**config.mk**
```make
export PLATFORM = sky130hd
export DESIGN_NAME = hyperbus_trans_splitter_flat
export DESIGN_NICKNAME = d
export VERILOG_FILES = /design/src/rtl/hyperbus_trans_splitter_if.sv /design/src/rtl/hyperbus_trans_splitter.sv /design/src/flat_wrapper.sv
export SDC_FILE = /design/constraint.sdc
export NUM_CORES = 1
export LEC_CHECK = 0
export CAP_MARGIN = 20
export CORE_MARGIN = 1.5
export CORE_UTILIZATION = 59
export DETAILED_ROUTE_END_ITERATION = 6
export PLACE_DENSITY = 0.84
export RECOVER_POWER = 25
export SETUP_SLACK_MARGIN = 0.1
export SYNTH_ARGS = -nofsm -noshare
export SYNTH_HDL_FRONTEND = slang
export SYNTH_SLANG_ARGS = --single-unit
```
**constraint.sdc**
```tcl
create_clock -name clk90 -period 6.8 [get_ports clk90]
set_clock_uncertainty 0.1 [all_clocks]
set_input_delay 1.02 -clock clk90 [delete_from_list [all_inputs] [get_ports clk90]]
set_output_delay 1.02 -clock clk90 [all_outputs]
set_load 0.005 [all_outputs]
```
**src/rtl/hyperbus_trans_splitter_if.sv**
```systemverilog
// Request, PHY transaction and completion signals of the HyperBus transaction splitter.
// The slave modport is the splitter; the master modport is the requester plus PHY side.
interface hyperbus_trans_splitter_if #(
  parameter int unsigned BURST_WIDTH = 12,
  parameter int unsigned NR_CS       = 2,
  parameter int unsigned LEN_WIDTH   = 16
);
  logic                   req_valid;
  logic                   req_ready;
  logic [31:0]            req_addr;
  logic [LEN_WIDTH-1:0]   req_len;
  logic [NR_CS-1:0]       req_cs;
  logic                   req_write;
  logic                   req_addr_space;

  logic                   trans_valid;
  logic                   trans_ready;
  logic [31:0]            trans_address;
  logic [NR_CS-1:0]       trans_cs;
  logic                   trans_write;
  logic [BURST_WIDTH-1:0] trans_burst;
  logic                   trans_address_space;
  logic                   trans_error;
  logic                   tx_beat;
  logic                   rx_beat;

  logic                   done_valid;
  logic                   done_ready;
  logic                   done_error;

  modport slave (
    input  req_valid, req_addr, req_len, req_cs, req_write, req_addr_space,
    output req_ready,
    output trans_valid, trans_address, trans_cs, trans_write, trans_burst, trans_address_space,
    input  trans_ready, trans_error, tx_beat, rx_beat,
    output done_valid, done_error,
    input  done_ready
  );

  modport master (
    output req_valid, req_addr, req_len, req_cs, req_write, req_addr_space,
    input  req_ready,
    input  trans_valid, trans_address, trans_cs, trans_write, trans_burst, trans_address_space,
    output trans_ready, trans_error, tx_beat, rx_beat,
    input  done_valid, done_error,
    output done_ready
  );
endinterface

```
**src/rtl/hyperbus_trans_splitter.sv**
```systemverilog
// Splits one linear word request into HyperBus PHY transactions capped by MAX_BURST and
// never crossing a BOUNDARY_WORDS boundary; counts data beats and returns one completion.
module hyperbus_trans_splitter #(
  parameter int unsigned BURST_WIDTH    = 12,
  parameter int unsigned NR_CS          = 2,
  parameter int unsigned LEN_WIDTH      = 16,
  parameter int unsigned MAX_BURST      = 256,
  parameter int unsigned BOUNDARY_WORDS = 1024
) (
  input logic                      clk90,
  input logic                      rst_ni,
  hyperbus_trans_splitter_if.slave bus_io
);

  typedef enum logic [2:0] {StIdle, StCalc, StIssue, StData, StDone} state_e;

  localparam logic [31:0] MaxBurstW = 32'(MAX_BURST);
  localparam logic [31:0] BoundW    = 32'(BOUNDARY_WORDS);

  state_e                 state_q, state_d;
  logic [31:0]            addr_q, addr_d;
  logic [LEN_WIDTH-1:0]   rem_q, rem_d;
  logic [BURST_WIDTH:0]   chunk_q, chunk_d;
  logic [BURST_WIDTH:0]   beat_cnt_q, beat_cnt_d;
  logic                   err_q, err_d;
  logic [NR_CS-1:0]       cs_q, cs_d;
  logic                   write_q, write_d;
  logic                   space_q, space_d;
  logic                   trans_valid_q, trans_valid_d;
  logic                   done_valid_q, done_valid_d;

  logic [31:0]            rem_w, bnd_w, min_w;
  logic [LEN_WIDTH-1:0]   rem_sub;
  logic [BURST_WIDTH:0]   beat_inc;
  logic                   beat;

  // Chunk size is the min of three limits, evaluated at 32 bits before truncation.
  always_comb begin
    rem_w = 32'(rem_q);
    bnd_w = BoundW - (addr_q & (BoundW - 32'd1));
    min_w = rem_w;
    if (MaxBurstW < min_w) min_w = MaxBurstW;
    if (bnd_w < min_w)     min_w = bnd_w;
  end

  assign rem_sub  = rem_q - LEN_WIDTH'(chunk_q);
  assign beat_inc = beat_cnt_q + (BURST_WIDTH+1)'(1);
  assign beat     = write_q ? bus_io.tx_beat : bus_io.rx_beat;

  always_comb begin
    state_d       = state_q;
    addr_d        = addr_q;
    rem_d         = rem_q;
    chunk_d       = chunk_q;
    beat_cnt_d    = beat_cnt_q;
    err_d         = err_q;
    cs_d          = cs_q;
    write_d       = write_q;
    space_d       = space_q;
    trans_valid_d = 1'b0;
    done_valid_d  = 1'b0;

    unique case (state_q)
      StIdle: begin
        if (bus_io.req_valid) begin
          addr_d  = bus_io.req_addr;
          rem_d   = bus_io.req_len;
          cs_d    = bus_io.req_cs;
          write_d = bus_io.req_write;
          space_d = bus_io.req_addr_space;
          err_d   = 1'b0;
          state_d = (bus_io.req_len == '0) ? StDone : StCalc;
        end
      end
      StCalc: begin
        chunk_d = space_q ? (BURST_WIDTH+1)'(1) : (BURST_WIDTH+1)'(min_w);
        state_d = StIssue;
      end
      StIssue: begin
        if (bus_io.trans_error) begin
          err_d   = 1'b1;
          state_d = StDone;
        end else if (trans_valid_q && bus_io.trans_ready) begin
          beat_cnt_d = '0;
          state_d    = StData;
        end else begin
          trans_valid_d = 1'b1;
        end
      end
      StData: begin
        // An error abandons the request even when it coincides with the final beat.
        if (bus_io.trans_error) begin
          err_d   = 1'b1;
          state_d = StDone;
        end else if (beat) begin
          beat_cnt_d = beat_inc;
          if (beat_inc == chunk_q) begin
            addr_d  = addr_q + 32'(chunk_q);
            rem_d   = rem_sub;
            state_d = (rem_sub == '0 || space_q) ? StDone : StCalc;
          end
        end
      end
      StDone: begin
        if (done_valid_q && bus_io.done_ready) begin
          state_d = StIdle;
        end else begin
          done_valid_d = 1'b1;
        end
      end
      default: state_d = StIdle;
    endcase
  end

  always_ff @(posedge clk90 or negedge rst_ni) begin
    if (!rst_ni) begin
      state_q       <= StIdle;
      addr_q        <= '0;
      rem_q         <= '0;
      chunk_q       <= '0;
      beat_cnt_q    <= '0;
      err_q         <= 1'b0;
      cs_q          <= '0;
      write_q       <= 1'b0;
      space_q       <= 1'b0;
      trans_valid_q <= 1'b0;
      done_valid_q  <= 1'b0;
    end else begin
      state_q       <= state_d;
      addr_q        <= addr_d;
      rem_q         <= rem_d;
      chunk_q       <= chunk_d;
      beat_cnt_q    <= beat_cnt_d;
      err_q         <= err_d;
      cs_q          <= cs_d;
      write_q       <= write_d;
      space_q       <= space_d;
      trans_valid_q <= trans_valid_d;
      done_valid_q  <= done_valid_d;
    end
  end

  assign bus_io.req_ready           = (state_q == StIdle);
  assign bus_io.trans_valid         = trans_valid_q;
  assign bus_io.trans_address       = addr_q;
  assign bus_io.trans_cs            = cs_q;
  assign bus_io.trans_write         = write_q;
  assign bus_io.trans_burst         = chunk_q[BURST_WIDTH-1:0];
  assign bus_io.trans_address_space = space_q;
  assign bus_io.done_valid          = done_valid_q;
  assign bus_io.done_error          = done_valid_q & err_q;

endmodule

```
**src/flat_wrapper.sv**
```systemverilog
// flat-port wrapper written by rule: the top's interface ports become plain ports
module hyperbus_trans_splitter_flat 
#(
  parameter int unsigned BURST_WIDTH    = 12,
  parameter int unsigned NR_CS          = 2,
  parameter int unsigned LEN_WIDTH      = 16,
  parameter int unsigned MAX_BURST      = 256,
  parameter int unsigned BOUNDARY_WORDS = 1024
)
  (clk90, rst_ni, bus_io_req_valid, bus_io_req_addr, bus_io_req_len, bus_io_req_cs, bus_io_req_write, bus_io_req_addr_space, bus_io_req_ready, bus_io_trans_valid, bus_io_trans_address, bus_io_trans_cs, bus_io_trans_write, bus_io_trans_burst, bus_io_trans_address_space, bus_io_trans_ready, bus_io_trans_error, bus_io_tx_beat, bus_io_rx_beat, bus_io_done_valid, bus_io_done_error, bus_io_done_ready);
  hyperbus_trans_splitter_if #(.BURST_WIDTH(BURST_WIDTH), .NR_CS(NR_CS), .LEN_WIDTH(LEN_WIDTH)) bus_io_i ();
  input logic clk90;
  input logic rst_ni;
  input wire logic [$bits(bus_io_i.req_valid)-1:0] bus_io_req_valid;
  input wire logic [$bits(bus_io_i.req_addr)-1:0] bus_io_req_addr;
  input wire logic [$bits(bus_io_i.req_len)-1:0] bus_io_req_len;
  input wire logic [$bits(bus_io_i.req_cs)-1:0] bus_io_req_cs;
  input wire logic [$bits(bus_io_i.req_write)-1:0] bus_io_req_write;
  input wire logic [$bits(bus_io_i.req_addr_space)-1:0] bus_io_req_addr_space;
  output wire logic [$bits(bus_io_i.req_ready)-1:0] bus_io_req_ready;
  output wire logic [$bits(bus_io_i.trans_valid)-1:0] bus_io_trans_valid;
  output wire logic [$bits(bus_io_i.trans_address)-1:0] bus_io_trans_address;
  output wire logic [$bits(bus_io_i.trans_cs)-1:0] bus_io_trans_cs;
  output wire logic [$bits(bus_io_i.trans_write)-1:0] bus_io_trans_write;
  output wire logic [$bits(bus_io_i.trans_burst)-1:0] bus_io_trans_burst;
  output wire logic [$bits(bus_io_i.trans_address_space)-1:0] bus_io_trans_address_space;
  input wire logic [$bits(bus_io_i.trans_ready)-1:0] bus_io_trans_ready;
  input wire logic [$bits(bus_io_i.trans_error)-1:0] bus_io_trans_error;
  input wire logic [$bits(bus_io_i.tx_beat)-1:0] bus_io_tx_beat;
  input wire logic [$bits(bus_io_i.rx_beat)-1:0] bus_io_rx_beat;
  output wire logic [$bits(bus_io_i.done_valid)-1:0] bus_io_done_valid;
  output wire logic [$bits(bus_io_i.done_error)-1:0] bus_io_done_error;
  input wire logic [$bits(bus_io_i.done_ready)-1:0] bus_io_done_ready;
  assign bus_io_i.req_valid = bus_io_req_valid;
  assign bus_io_i.req_addr = bus_io_req_addr;
  assign bus_io_i.req_len = bus_io_req_len;
  assign bus_io_i.req_cs = bus_io_req_cs;
  assign bus_io_i.req_write = bus_io_req_write;
  assign bus_io_i.req_addr_space = bus_io_req_addr_space;
  assign bus_io_req_ready = bus_io_i.req_ready;
  assign bus_io_trans_valid = bus_io_i.trans_valid;
  assign bus_io_trans_address = bus_io_i.trans_address;
  assign bus_io_trans_cs = bus_io_i.trans_cs;
  assign bus_io_trans_write = bus_io_i.trans_write;
  assign bus_io_trans_burst = bus_io_i.trans_burst;
  assign bus_io_trans_address_space = bus_io_i.trans_address_space;
  assign bus_io_i.trans_ready = bus_io_trans_ready;
  assign bus_io_i.trans_error = bus_io_trans_error;
  assign bus_io_i.tx_beat = bus_io_tx_beat;
  assign bus_io_i.rx_beat = bus_io_rx_beat;
  assign bus_io_done_valid = bus_io_i.done_valid;
  assign bus_io_done_error = bus_io_i.done_error;
  assign bus_io_i.done_ready = bus_io_done_ready;
  hyperbus_trans_splitter #(.BURST_WIDTH(BURST_WIDTH), .NR_CS(NR_CS), .LEN_WIDTH(LEN_WIDTH), .MAX_BURST(MAX_BURST), .BOUNDARY_WORDS(BOUNDARY_WORDS)) u_core (.clk90(clk90), .rst_ni(rst_ni), .bus_io(bus_io_i));
endmodule
```
**Yosys cells after proc, flatten, opt, wreduce, memory -nomap -nowiden**

Index checks and enable logic that the tools add are counted.

- $add $sub $neg: 4
- Magnitude comparators: 2
- Eq/ne operators: 16
- Muxes and demuxes: 37
- Bitwise logic cells: 1
- Reduce and logical (&&, ||, !) cells: 15

Operators with widths:

| cell | number |
|---|---|
| 32-bit 2-to-1 mux | 4 |
| 16-bit 2-to-1 mux | 5 |
| 13-bit 2-to-1 mux | 6 |
| 32-bit one-hot mux with 2 select lines | 1 |
| 32-bit by 13-bit adder with 32-bit output | 1 |
| 16-bit zero test | 2 |
| 32-bit by 16-bit < comparator with 1-bit output | 1 |
| 16-bit one-hot mux with 2 select lines | 1 |
| 3-bit 2-to-1 mux | 9 |
| 13-bit one-hot mux with 2 select lines | 1 |
| 9-bit by 16-bit < comparator with 1-bit output, first input constant | 1 |
| 16-bit by 13-bit subtractor with 16-bit output | 1 |
| 3-bit one-hot mux with 5 select lines | 1 |
| 5-bit AND reduction | 3 |
| 13-bit by 1-bit adder with 13-bit output, second input constant | 1 |
| 13-bit equality test | 1 |
| 11-bit by 10-bit subtractor with 12-bit output, first input constant | 1 |
| 2-bit by 1-bit != test with 1-bit output, second input constant | 5 |
| 3-bit by 2-bit != test with 1-bit output, second input constant | 3 |
| 1-bit 2-to-1 mux | 8 |
| 3-bit by 2-bit equality test with 1-bit output, second input constant | 2 |
| 2-bit != test, second input constant | 3 |
| 2-bit nonzero test | 3 |
| 3-bit by 1-bit equality test with 1-bit output, second input constant | 1 |
| 9 further kinds | 10 |

- Flip-flop bits (word level): 84
- Input port bits: 60
- Output and inout port bits: 52
- Logic and storage cells: 86

**Depth between registers and ports, before layout**

- Depth after elaboration: 8
- Mapped depth: 15
- Depth with buffers taken out: 14

**Worst setup path before layout**

No wires, ideal clock.

- Path type: register to register
- Start point: register u_core.addr_q[4] (netlist: u_core.bus_io.trans_address[4])
- End point: register u_core.chunk_q[3]
- Library setup time: 0.121 ns
- Data arrival time: 2.820 ns
- Path slack: 3.759 ns
- Cell stages (with the launch flop): 15
- Buffers on the path: 1
- Clock period less this slack: 3.041 ns
- Cells stage by stage: dfrtp_1 -> nor4_1 -> nand2_1 -> nor3_1 -> xor2_1 -> inv_1 -> ha_1 -> o21ai_0 -> nand2b_1 -> a21oi_1 -> a31o_2 -> o31ai_1 -> buf_2 -> mux2_2 -> a22o_1

- Word-level cells in the longest chain between the ends: 4

Ends and longest elaborated chain:

| item | line | source |
|---|---|---|
| from (decl) | hyperbus_trans_splitter.sv:21 | `logic [31:0] addr_q, addr_d;` |
| from (signal assigned) | hyperbus_trans_splitter.sv:130 | `addr_q <= addr_d;` |
| 11-bit by 10-bit subtractor with 12-bit output | hyperbus_trans_splitter.sv:40 | `bnd_w = BoundW - (addr_q & (BoundW - 32'd1));` |
| 32-bit by 16-bit < comparator with 1-bit output | hyperbus_trans_splitter.sv:43 | `if (bnd_w < min_w) min_w = bnd_w;` |
| 13-bit 2-to-1 mux | hyperbus_trans_splitter.sv:43 |  |
| 13-bit 2-to-1 mux | hyperbus_trans_splitter.sv:76 | `chunk_d = space_q ? (BURST_WIDTH+1)'(1) : (BURST_WIDTH+1)'(min_w);` |
| to (signal assigned) | hyperbus_trans_splitter.sv:132 | `chunk_q <= chunk_d;` |
| to (decl) | hyperbus_trans_splitter.sv:23 | `logic [BURST_WIDTH:0] chunk_q, chunk_d;` |

Every way passes these cells.
A chain may end at the register's enable or synchronous reset.

**Worst setup path in the final report**

- Start point: register u_core.rem_q[12]
- End point: register u_core.chunk_q[3]

- Word-level cells in the longest chain between the ends: 5

Ends and longest elaborated chain:

| item | line | source |
|---|---|---|
| from (decl) | hyperbus_trans_splitter.sv:22 | `logic [LEN_WIDTH-1:0] rem_q, rem_d;` |
| from (signal assigned) | hyperbus_trans_splitter.sv:131 | `rem_q <= rem_d;` |
| 9-bit by 16-bit < comparator with 1-bit output | hyperbus_trans_splitter.sv:42 | `if (MaxBurstW < min_w) min_w = MaxBurstW;` |
| 16-bit 2-to-1 mux (*) | hyperbus_trans_splitter.sv:42 |  |
| 32-bit by 16-bit < comparator with 1-bit output | hyperbus_trans_splitter.sv:43 |  |
| 13-bit 2-to-1 mux (*) | hyperbus_trans_splitter.sv:43 |  |
| 13-bit 2-to-1 mux (*) | hyperbus_trans_splitter.sv:76 |  |

Mark *: on every way between the ends. The rest lies on a longest branch, timed or not.

==> run metrics <==
Final Util 0.719; postcts setup bufs 0; Slew headroom -0.564; final setup violating endpoints 0; die width 110 µm; post-synth top area share 0.309; vias between 6000 and 7000; WL final roughly 19000 µm; R2R setup slack between 3000 and 4000 ps; nets 992; # IOs between 100 and 150; Startpoint Class register; #FFs+latches synth 84; Sw Ratio 0.454; Via-to-Cell Ratio about 6.4; most common cell after layout, fill and taps aside clkdlybuf4s50_1; first-pass GRT wire length approximately 30000 µm; Final Hold Fails 0; Reg-to-Reg Start u_core.rem_q[12]$_DFFE_PN0P_; Post-Synthesis Cell Area roughly 0.0068 mm²; Reg power frac 0.259; failing checks capacitance limit, slew limit; post-layout instance area ~0.0081 mm²; Pre-antenna DRT Iters 5; CTS Buf Count 9; minimum clock period ~3700 ps; clock sink count 84; Post-synth EDFFs 0; TritonCTS clock tree done; input/output buffers between 100 and 150; GR Util met3 0.0747; Crit path required time just under 7000 ps; post_cts resized 0; fin crit share 0.541; remaining antenna violation count 0; CTS H-tree lvls 3; Leak 3.43 nW; total gr overflow 0; Syn Inst Count 820; Netlist cell types 74; Min-Delay Path Class reg2reg; clock network fraction of design power 0.136; highest-count cells in the layout ignoring fill and taps clkdlybuf4s50_1, nand2_1, dfrtp_1; Avg Cell Area, Syn ~8.3 µm²; Most Crowded Layer GR met2; core box area roughly 0.011 mm²; Comb power frac 0.605; Int Pwr 0.00208 W; grt met2 use 0.547; register area share after synthesis 0.309; post-DP HPWL 14100 µm; min-delay src u_core.bus_io.trans_cs[1]$_DFFE_PN0P_; Initial Util 0.601; starting DRC count in detailed routing about 550; RSZ-0062 raised after global routing false; max-slew violations 44; number of global-route vias before repair around 6300; Crit Path Category reg2reg; largest net degree at the start of global routing 95; Post-synth top flop dfrtp_1; CP arrival roughly 3800 ps; Hold Path End u_core.bus_io.trans_cs[1]$_DFFE_PN0P_; Post-synth ARST share 1.00; CP endpoint kind register; antenna violations before repair 0; gpl congestion 0.921; Ant. Diodes 0; max cap viols 1; Die Y 110 µm; worst reg2reg endpoint u_core.chunk_q[3]$_DFFE_PN0P_; Worst Max-Slew Pin Slew between 2000 and 2500 ps; worst ir drop on vdd approximately 260 µV; Setup WS pre-CTS 3130 ps; Worst Hold Depth 2; CTS root buf clkbuf_16; synth top area cells dfrtp_1, ha_1, nand2_1; Yosys warnings 0; clk slew on worst S/H paths roughly 60 ps; number of remaining DRC errors 0; outcome finished, violations left; FF-to-FF path depth 11; Setup TNS 0 ps; Max Fclk approximately 0.27 GHz; Area after DPL between 0.007 and 0.008 mm²; row cnt 39; largest area contributor in the synthesized netlist dfrtp_1; sw power approximately 0.0017 W; GRT Util Overall 0.328; Area growth syn-to-layout 19.7%; wire per inst 18.5 µm; CTS Hold Bufs 0; die area between 0.01 and 0.015 mm²; Worst Path Max Fanout 8; fraction of layout cells with a size suffix above 1 0.0603; final setup margin roughly 3100 ps; clock tree buffer depth 2; met1 GRT Util 0.404; PD cells approximately 470 mW/mm²; worst skew pair latency about 340 ps
-- worst max-delay path by stage --
stage | startpoint | endpoint | slack (ps)
floorplan | u_core.bus_io.trans_address[4]$_DFFE_PN0P_ | u_core.chunk_q[3]$_DFFE_PN0P_ | 3760
global placement | u_core.bus_io.trans_address[2]$_DFFE_PN0P_ | u_core.chunk_q[3]$_DFFE_PN0P_ | 3270
global route | u_core.bus_io.trans_address[5]$_DFFE_PN0P_ | u_core.chunk_q[3]$_DFFE_PN0P_ | 2880
finish | u_core.rem_q[12]$_DFFE_PN0P_ | u_core.chunk_q[3]$_DFFE_PN0P_ | 3120
detailed placement | u_core.rem_q[12]$_DFFE_PN0P_ | u_core.chunk_q[3]$_DFFE_PN0P_ | 3130
CTS | u_core.rem_q[12]$_DFFE_PN0P_ | u_core.chunk_q[3]$_DFFE_PN0P_ | 3150
-- registers in the layout (all words and copies together) (netlist names) --
signal                             flops
u_core.rem_q                          16
u_core.bus_io.trans_address_space      1
u_core.bus_io.trans_address           32
u_core.chunk_q                        13
u_core.err_q                           1
u_core.bus_io.trans_cs                 2
u_core.state_q                         3
u_core.bus_io.trans_valid              1
u_core.bus_io.trans_write              1
u_core.bus_io.done_valid               1
u_core.beat_cnt_q                     13
-- synthesized netlist by cell type, types with 4 or more instances --
cell type / number
a22o_1: 11
a211oi_2: 5
xor2_1: 15
ha_1: 38
dfrtp_1: 84
buf_2: 9
a211oi_1: 9
and2_1: 10
nor2_1: 63
a21oi_1: 66
o211ai_1: 4
a31oi_1: 14
clkbuf_1: 28
nor3_1: 20
o31ai_1: 12
and3_1: 14
buf_4: 16
nand2b_1: 8
mux2_2: 7
a21o_1: 14
a41oi_1: 6
o21ai_0: 61
o21a_1: 8
nor4_1: 9
xnor2_1: 19
inv_1: 31
nor2b_1: 6
nand3_1: 22
and4_1: 5
o22a_1: 19
mux2i_1: 17
or3_1: 14
nand2_1: 89
nand4_1: 8
-- layout make-up --
class                   instances  area [µm²]
flip-flops and latches         84        2100
multi-input cells             650        4290
repair buffers                116        1140
fillers                       917        3180
well taps                     143         179
clock inverters                 1        30.0
clock buffers                  13         280
inverters                      31         116
-- routing by layer --
layer,vias to the layer above,share of wire
li1,3125,-
met1,3180,0.42
met2,277,0.47
met3,59,0.068
met4,0,0.037
met5,-,0
-- cell families (layout without fill, tap and decap cells) --
| kind of cell | Yosys count | in the layout | synth area share |
|---|---|---|---|
| adders and majority gates | 40 | 40 | 0.0758 |
| other | 1 | 2 | 0.000551 |
| and+or+nand+nor | 285 | 285 | 0.211 |
| buffers and inverters | 87 | 161 | 0.0618 |
| muxes | 24 | 24 | 0.0366 |
| AOI/OAI and AO/OA | 264 | 264 | 0.259 |
| DFF | 84 | 84 | 0.309 |
| xor gates and xnor gates | 35 | 35 | 0.0462 |
-- worst max-delay path, cell delays in order, from the launching register on --
cell and delay (ps):
dfrtp_1 410, nor4_1 300, nand2_1 140, a21oi_1 460
nand2_1 170, ha_1 320, and4_1 220, nand2_1 60
o31ai_1 570, buf_4 280, mux2_2 340, a22o_1 190
-- metrics by stage --
stage                     power (W)  instances  hold WS (ps)
after floorplan             0.00251        821           355
after global routing        0.00410       1038           408
after CTS                   0.00377       1038           387
after global placement      0.00314       1024           358
after detailed placement    0.00323       1024           374
final                       0.00381       1038           376
-- power groups by stage --
stage | Sequential [W] | Combinational (W) | Clock (W)
after floorplan | 0.000889 | 0.00163 | 0
after global placement | 0.000963 | 0.00218 | 0
after detailed placement | 0.000979 | 0.00225 | 0
after CTS | 0.000975 | 0.00228 | 0.000518
after global routing | 0.00101 | 0.00255 | 0.000542
final | 0.000986 | 0.00231 | 0.000517
Note: power is estimated with default switching activity, not from simulation.
